[config.mk]
export PLATFORM = sky130hd
export DESIGN_NAME = seq_detect_ctrl
export DESIGN_NICKNAME = d
export VERILOG_FILES = /design/src/rtl/seq_detect_ctrl.sv
export SDC_FILE = /design/constraint.sdc
export NUM_CORES = 1
export LEC_CHECK = 0
export CORE_ASPECT_RATIO = 2
export CORE_MARGIN = 2
export CORE_UTILIZATION = 44
export DETAILED_ROUTE_END_ITERATION = 8
export MAX_ROUTING_LAYER = met4
export PLACE_DENSITY_LB_ADDON = 0.15
export REMOVE_ABC_BUFFERS = 1
export SETUP_SLACK_MARGIN = 0.2
export SYNTH_ARGS = -nofsm -noshare
export SYNTH_HDL_FRONTEND = slang
export SYNTH_SLANG_ARGS = --single-unit
[constraint.sdc]
create_clock -name clk -period 1.9 [get_ports clk]
set_clock_uncertainty 0.05 [all_clocks]
set_input_delay 0.19 -clock clk [delete_from_list [all_inputs] [get_ports clk]]
set_output_delay 0.19 -clock clk [all_outputs]
set_load 0.02 [all_outputs]
[src/rtl/seq_detect_ctrl.sv]
// -----------------------------------------------------------------------------
// seq_detect_ctrl
//
// Purpose:
//   Sequences one external serial pattern detector (DATA_SIZE-bit loadable
//   pattern, 1-bit shift-in every cycle, registered compare). It accepts a
//   pattern/hit-limit configuration, pulses the detector load for one cycle,
//   streams serial bits into the detector under valid/ready, qualifies raw
//   detector hits against the window fill, counts qualified matches, and
//   stops after the programmed hit limit.
//
// Ports:
//   clk, reset                  single clock, synchronous active-high reset
//   cfg_valid/cfg_ready         configuration handshake
//   cfg_pattern                 pattern, bit0 = oldest serial bit
//   cfg_max_hits                hits before DONE (0 = unlimited)
//   abort                       return to IDLE from any state
//   bit_valid/bit_ready/bit_data serial bit stream handshake
//   det_load, det_seq, det_din  drive the detector (load, pattern, serial in)
//   det_hit                     raw hit from the detector
//   match_pulse                 one-cycle qualified match
//   hit_count                   qualified matches since last configuration
//   busy                        state is LOAD or RUN
//   done                        state is DONE
// -----------------------------------------------------------------------------
module seq_detect_ctrl #(
    parameter int DATA_SIZE = 4,
    parameter int CNT_W     = 8
) (
    input  logic                 clk,
    input  logic                 reset,
    input  logic                 cfg_valid,
    output logic                 cfg_ready,
    input  logic [DATA_SIZE-1:0] cfg_pattern,
    input  logic [CNT_W-1:0]     cfg_max_hits,
    input  logic                 abort,
    input  logic                 bit_valid,
    output logic                 bit_ready,
    input  logic                 bit_data,
    output logic                 det_load,
    output logic [DATA_SIZE-1:0] det_seq,
    output logic                 det_din,
    input  logic                 det_hit,
    output logic                 match_pulse,
    output logic [CNT_W-1:0]     hit_count,
    output logic                 busy,
    output logic                 done
);

    // Fill counts accepted bits up to DATA_SIZE, so it needs to hold DATA_SIZE.
    localparam int FILL_W = $clog2(DATA_SIZE + 1);

    typedef enum logic [1:0] {
        S_IDLE,
        S_LOAD,
        S_RUN,
        S_DONE
    } state_t;

    state_t               r_state;
    state_t               w_next_state;

    logic [DATA_SIZE-1:0] r_pattern;
    logic [CNT_W-1:0]     r_max_hits;
    logic [CNT_W-1:0]     r_hit_count;
    logic [FILL_W-1:0]    r_fill;
    logic                 r_win_d1;
    logic                 r_win_d2;
    logic                 r_match_pulse;

    logic                 w_cfg_fire;
    logic                 w_bit_acc;
    logic                 w_win_ok;
    logic                 w_qual;
    logic                 w_stop;
    logic [CNT_W-1:0]     w_hit_inc;

    // -------------------------------------------------------------------------
    // Datapath-side combinational terms
    // -------------------------------------------------------------------------
    assign w_bit_acc  = bit_valid && (r_state == S_RUN);
    assign w_cfg_fire = cfg_valid && cfg_ready;

    // The window holds DATA_SIZE real bits once this accepted bit lands,
    // i.e. when fill+1 >= DATA_SIZE.
    assign w_win_ok   = w_bit_acc && (r_fill >= FILL_W'(DATA_SIZE - 1));

    // Raw hits only count when the matching window was fully made of
    // accepted bits; the 2-cycle delay lines up with the detector latency.
    assign w_qual     = (r_state == S_RUN) && det_hit && r_win_d2;

    assign w_hit_inc  = (r_hit_count == '1) ? r_hit_count
                                            : r_hit_count + CNT_W'(1);

    assign w_stop     = w_qual && (r_max_hits != '0) && (w_hit_inc == r_max_hits);

    // The detector shifts every cycle, so idle cycles push zeros.
    assign det_din     = w_bit_acc ? bit_data : 1'b0;
    assign det_seq     = r_pattern;
    assign match_pulse = r_match_pulse;
    assign hit_count   = r_hit_count;

    // -------------------------------------------------------------------------
    // FSM state register
    // -------------------------------------------------------------------------
    // NOTE: sequential state is updated with non-blocking assignments so every
    // flop samples the pre-edge values, regardless of statement order.
    always_ff @(posedge clk) begin
        if (reset) begin
            r_state <= S_IDLE;
        end else begin
            r_state <= w_next_state;
        end
    end

    // -------------------------------------------------------------------------
    // FSM next-state and Moore-style outputs
    // -------------------------------------------------------------------------
    // NOTE: every output of this block gets a default first so no path leaves
    // one unassigned, which would otherwise infer a latch.
    always_comb begin
        w_next_state = r_state;
        cfg_ready    = 1'b0;
        bit_ready    = 1'b0;
        det_load     = 1'b0;
        busy         = 1'b0;
        done         = 1'b0;

        case (r_state)
            S_IDLE: begin
                cfg_ready = !abort;
                if (cfg_valid && !abort) begin
                    w_next_state = S_LOAD;
                end
            end
            S_LOAD: begin
                det_load     = 1'b1;
                busy         = 1'b1;
                w_next_state = S_RUN;
            end
            S_RUN: begin
                bit_ready = 1'b1;
                busy      = 1'b1;
                if (w_stop) begin
                    w_next_state = S_DONE;
                end
            end
            S_DONE: begin
                cfg_ready = !abort;
                done      = 1'b1;
                if (cfg_valid && !abort) begin
                    w_next_state = S_LOAD;
                end
            end
            default: begin
                w_next_state = S_IDLE;
            end
        endcase

        // Abort overrides every transition, including a config handshake.
        if (abort) begin
            w_next_state = S_IDLE;
        end
    end

    // -------------------------------------------------------------------------
    // Configuration, fill, qualifier pipeline and hit counter
    // -------------------------------------------------------------------------
    always_ff @(posedge clk) begin
        if (reset) begin
            r_pattern     <= '0;
            r_max_hits    <= '0;
            r_hit_count   <= '0;
            r_fill        <= '0;
            r_win_d1      <= 1'b0;
            r_win_d2      <= 1'b0;
            r_match_pulse <= 1'b0;
        end else begin
            if (w_cfg_fire) begin
                r_pattern   <= cfg_pattern;
                r_max_hits  <= cfg_max_hits;
                r_hit_count <= '0;
            end else if (w_qual && !abort) begin
                r_hit_count <= w_hit_inc;
            end

            r_match_pulse <= w_qual && !abort;

            // A RUN cycle without an accepted bit shifts a zero into the
            // detector, which breaks the window, so fill restarts.
            if ((r_state == S_RUN) && !abort && w_bit_acc) begin
                if (r_fill != FILL_W'(DATA_SIZE)) begin
                    r_fill <= r_fill + FILL_W'(1);
                end
            end else begin
                r_fill <= '0;
            end

            // Leaving RUN (DONE, abort) drops any hits still in flight.
            if (w_next_state == S_RUN) begin
                r_win_d1 <= w_win_ok;
                r_win_d2 <= r_win_d1;
            end else begin
                r_win_d1 <= 1'b0;
                r_win_d2 <= 1'b0;
            end
        end
    end

endmodule

==> impl_metrics.env <==
export IMPL_clock_sinks=28
export IMPL_tightest_slew_ps=555
export IMPL_synth_cell_area_mm2=0.00160
export IMPL_leakage_nw=0.932
export IMPL_rows=31
export IMPL_finalSetupViolations=0
export IMPL_use_met2_pct=45.6
export IMPL_cts_max_path_buffers=2
export IMPL_cp_slowest_cell="dfxtp_1"
export IMPL_layout_min_cycle_time_ps=1810
export IMPL_yosys_warnings=0
export IMPL_crit_path_end_kind="output pin"
export IMPL_drt_iter0_drc=27
export IMPL_synthFlopType="dfxtp_1"
export IMPL_ys_seq_elements=28
export IMPL_cp_cell_sequence="inv_1, ha_1, buf_4, and3_1, dlygate4sd2_1"
export IMPL_mostFrequentLayoutCell="nand2_1"
export IMPL_fp_dieW_um=46.7
export IMPL_slew_headroom_pct=62.6
export IMPL_worstPathMaxFanout=6
export IMPL_hold_end="r_win_d2"
export IMPL_async_flop_share_pct=0
export IMPL_io_buffers=37
export IMPL_nFillCells=346
export IMPL_cts_tree="yes"
export IMPL_die_h_um=89.4
export IMPL_synth_avg_cell_area_um2=7.97
export IMPL_antenna_left=0
export IMPL_wl_mm=4.55
export IMPL_ys_seq_area_share_pct=35.0
export IMPL_top_usage_layer="met2"
export IMPL_reg2reg_from="hit_count[1]"
export IMPL_die_area_mm2=0.00417
export IMPL_synth_edf_count=0
export IMPL_area_growth_pct=46.2
export IMPL_max_cap_violations=0
export IMPL_firstDrtPassIters=4
export IMPL_antenna_found_initial=0
export IMPL_period_share_pct=95.2
export IMPL_path_clk_slew_ps=100
export IMPL_clkLatencyLatePin_ps=280
export IMPL_grt_max_degree=16
export IMPL_io_pins=38
export IMPL_critPathArrivalTime_ps=1570
export IMPL_synth_cell_type_count=39
export IMPL_route_detailed_drc=0
export IMPL_grt_pass1_vias=1597
export IMPL_required_ps=1660
export IMPL_gr_usage_met1_pct=25.4
export IMPL_synthCells=201
export IMPL_hold_depth=2
export IMPL_status="complete, no violations"
export IMPL_r2r_end="r_state[0]"
export IMPL_viasPerCell=5.28
export IMPL_track_usage_pct=25.2
export IMPL_final_util_pct=65.7
export IMPL_hold_viol=0
export IMPL_peakVddDrop_uv=423
export IMPL_diodes=0
export IMPL_vias=1636
export IMPL_r2r_setup_slack_ps=100
export IMPL_met3_usage_pct=2.02
export IMPL_h_tree_depth=1
export IMPL_reg2reg_depth=8
export IMPL_hold_path_class="reg2reg"
export IMPL_min_from="r_win_d1"
export IMPL_grt_pass1_wl_mm=7.35
export IMPL_path_class="reg2out"
export IMPL_drive_gt1_share_pct=23.8
export IMPL_cts_buffers=3
export IMPL_start_util_pct=44.9
export IMPL_root_buffer="clkbuf_8"
export IMPL_dp_hpwl_mm=3.43
export IMPL_coreArea_mm2=0.00357
export IMPL_wl_per_cell_um=14.7
export IMPL_slowest_delay_ps=420
export IMPL_max_freq_mhz=553
export IMPL_final_cell_mix="nand2_1 (38), clkdlybuf4s50_1 (29), buf_4 (29), a21oi_1 (20), dfxtp_1 (20)"
export IMPL_critPathLaunchType="register"
export IMPL_power_density_mw_per_mm2=492
export IMPL_postCtsHoldBufs=0
export IMPL_gp_congestion=1.01
export IMPL_tns_ps=0
export IMPL_final_max_slew_viol_count=0
export IMPL_rsz0062_at_grt="true"
export IMPL_final_net_count=288
export IMPL_grt_ovfl_total=0
==> sequential cells by signal (all words and copies together) (netlist names) <==
| signal | cells |
|---|---|
| r_win_d2 | 1 |
| r_fill | 3 |
| det_seq | 4 |
| r_win_d1 | 1 |
| r_state | 2 |
| r_max_hits | 8 |
| match_pulse | 1 |
| hit_count | 8 |
==> metrics by stage <==
stage / cell area (µm²) / std cells / hold WS [ps] / worst slack (ps) / power (W)
final: 2340 / 310 / 372 / 90.5 / 0.00115
after global routing: 2340 / 310 / 402 / 2.22 / 0.00120
after CTS: 2250 / 308 / 371 / 19.3 / 0.00116
after detailed placement: 2160 / 302 / 357 / 1.21 / 0.000795
after global placement: 2160 / 302 / 360 / -25.7 / 0.000794
after floorplan: 1530 / 190 / 209 / -272 / 0.000697
==> power by group <==
group / internal (W) / switching, W / leakage, nW
clock network: 0.000186 / 0.000192 / 0.0288
registers: 0.000594 / 0.0000144 / 0.233
logic: 0.0000872 / 0.0000803 / 0.671
total: 0.000867 / 0.000286 / 0.932
==> how the worst max path moves through the flow <==
stage	start	endpoint	slack, ps	cells after the start
2_1_floorplan	hit_count[0]	r_state[0]	-270	7
3_3_place_gp	hit_count[5]	r_state[0]	-30	7
3_5_place_dp	hit_count[3]	r_state[0]	1	6
4_1_cts	r_state[0]	cfg_ready	20	5
5_1_grt	hit_count[1]	r_state[0]	2	8
6_report	r_state[0]	det_din	90	5
==> logic make-up after synthesis <==
logic type	synth area share, %
buf+inv	6.48
fa+ha+maj	5.46
compound gates	16.3
simple gates	28.2
xor+xnor	5.46
flops	35.0
mux	3.12
==> worst max-delay path: cells and delay by family (launching register included) <==
kind          cells  cell delay (ps)
fa+ha+maj         1              200
simple gates      1              140
flops             1              420
buf+inv           3              520
==> final cells by class <==
class | count | area, µm² | area share, %
well taps | 49 | 61.3 | 2.62
flip-flops and latches | 28 | 583 | 24.9
clock buffers | 4 | 55.1 | 2.35
multi-input cells | 153 | 1020 | 43.5
inverters | 9 | 33.8 | 1.44
repair buffers | 67 | 592 | 25.3
==> metal layers <==
| layer | routed length (µm) | part of all wire [%] |
|---|---|---|
| met2 | 2650 | 58 |
| met3 | 143 | 3.1 |
| met4 | 188 | 4.1 |
| met1 | 1570 | 34 |
| met5 | 0 | 0 |
==> synth_stat cells (all sizes together) (4+ instances only) <==
library cell / instances / area, µm²
inv: 9 / 33.8
nand2: 39 / 163
a21oi: 21 / 105
mux2i: 5 / 50.1
nand2b: 6 / 37.5
nor3b: 4 / 30.0
clkbuf: 4 / 15.0
nand4: 4 / 25.0
nor3: 4 / 20.0
dfxtp: 28 / 561
a2111oi: 4 / 47.6
buf: 7 / 55.1
xor2: 7 / 61.3
o21ai: 6 / 30.0
nand3: 11 / 60.1
nor2: 14 / 55.1
ha: 7 / 87.6
==> timing repair <==
item / 4_1_cts / 5_1_grt
endpoints found under the setup margin: 20 / 24
buffers inserted: 2 / 2
pin swaps: 2 / 5
resized for setup: 23 / 20
Note: power is estimated with default switching activity, not from simulation.
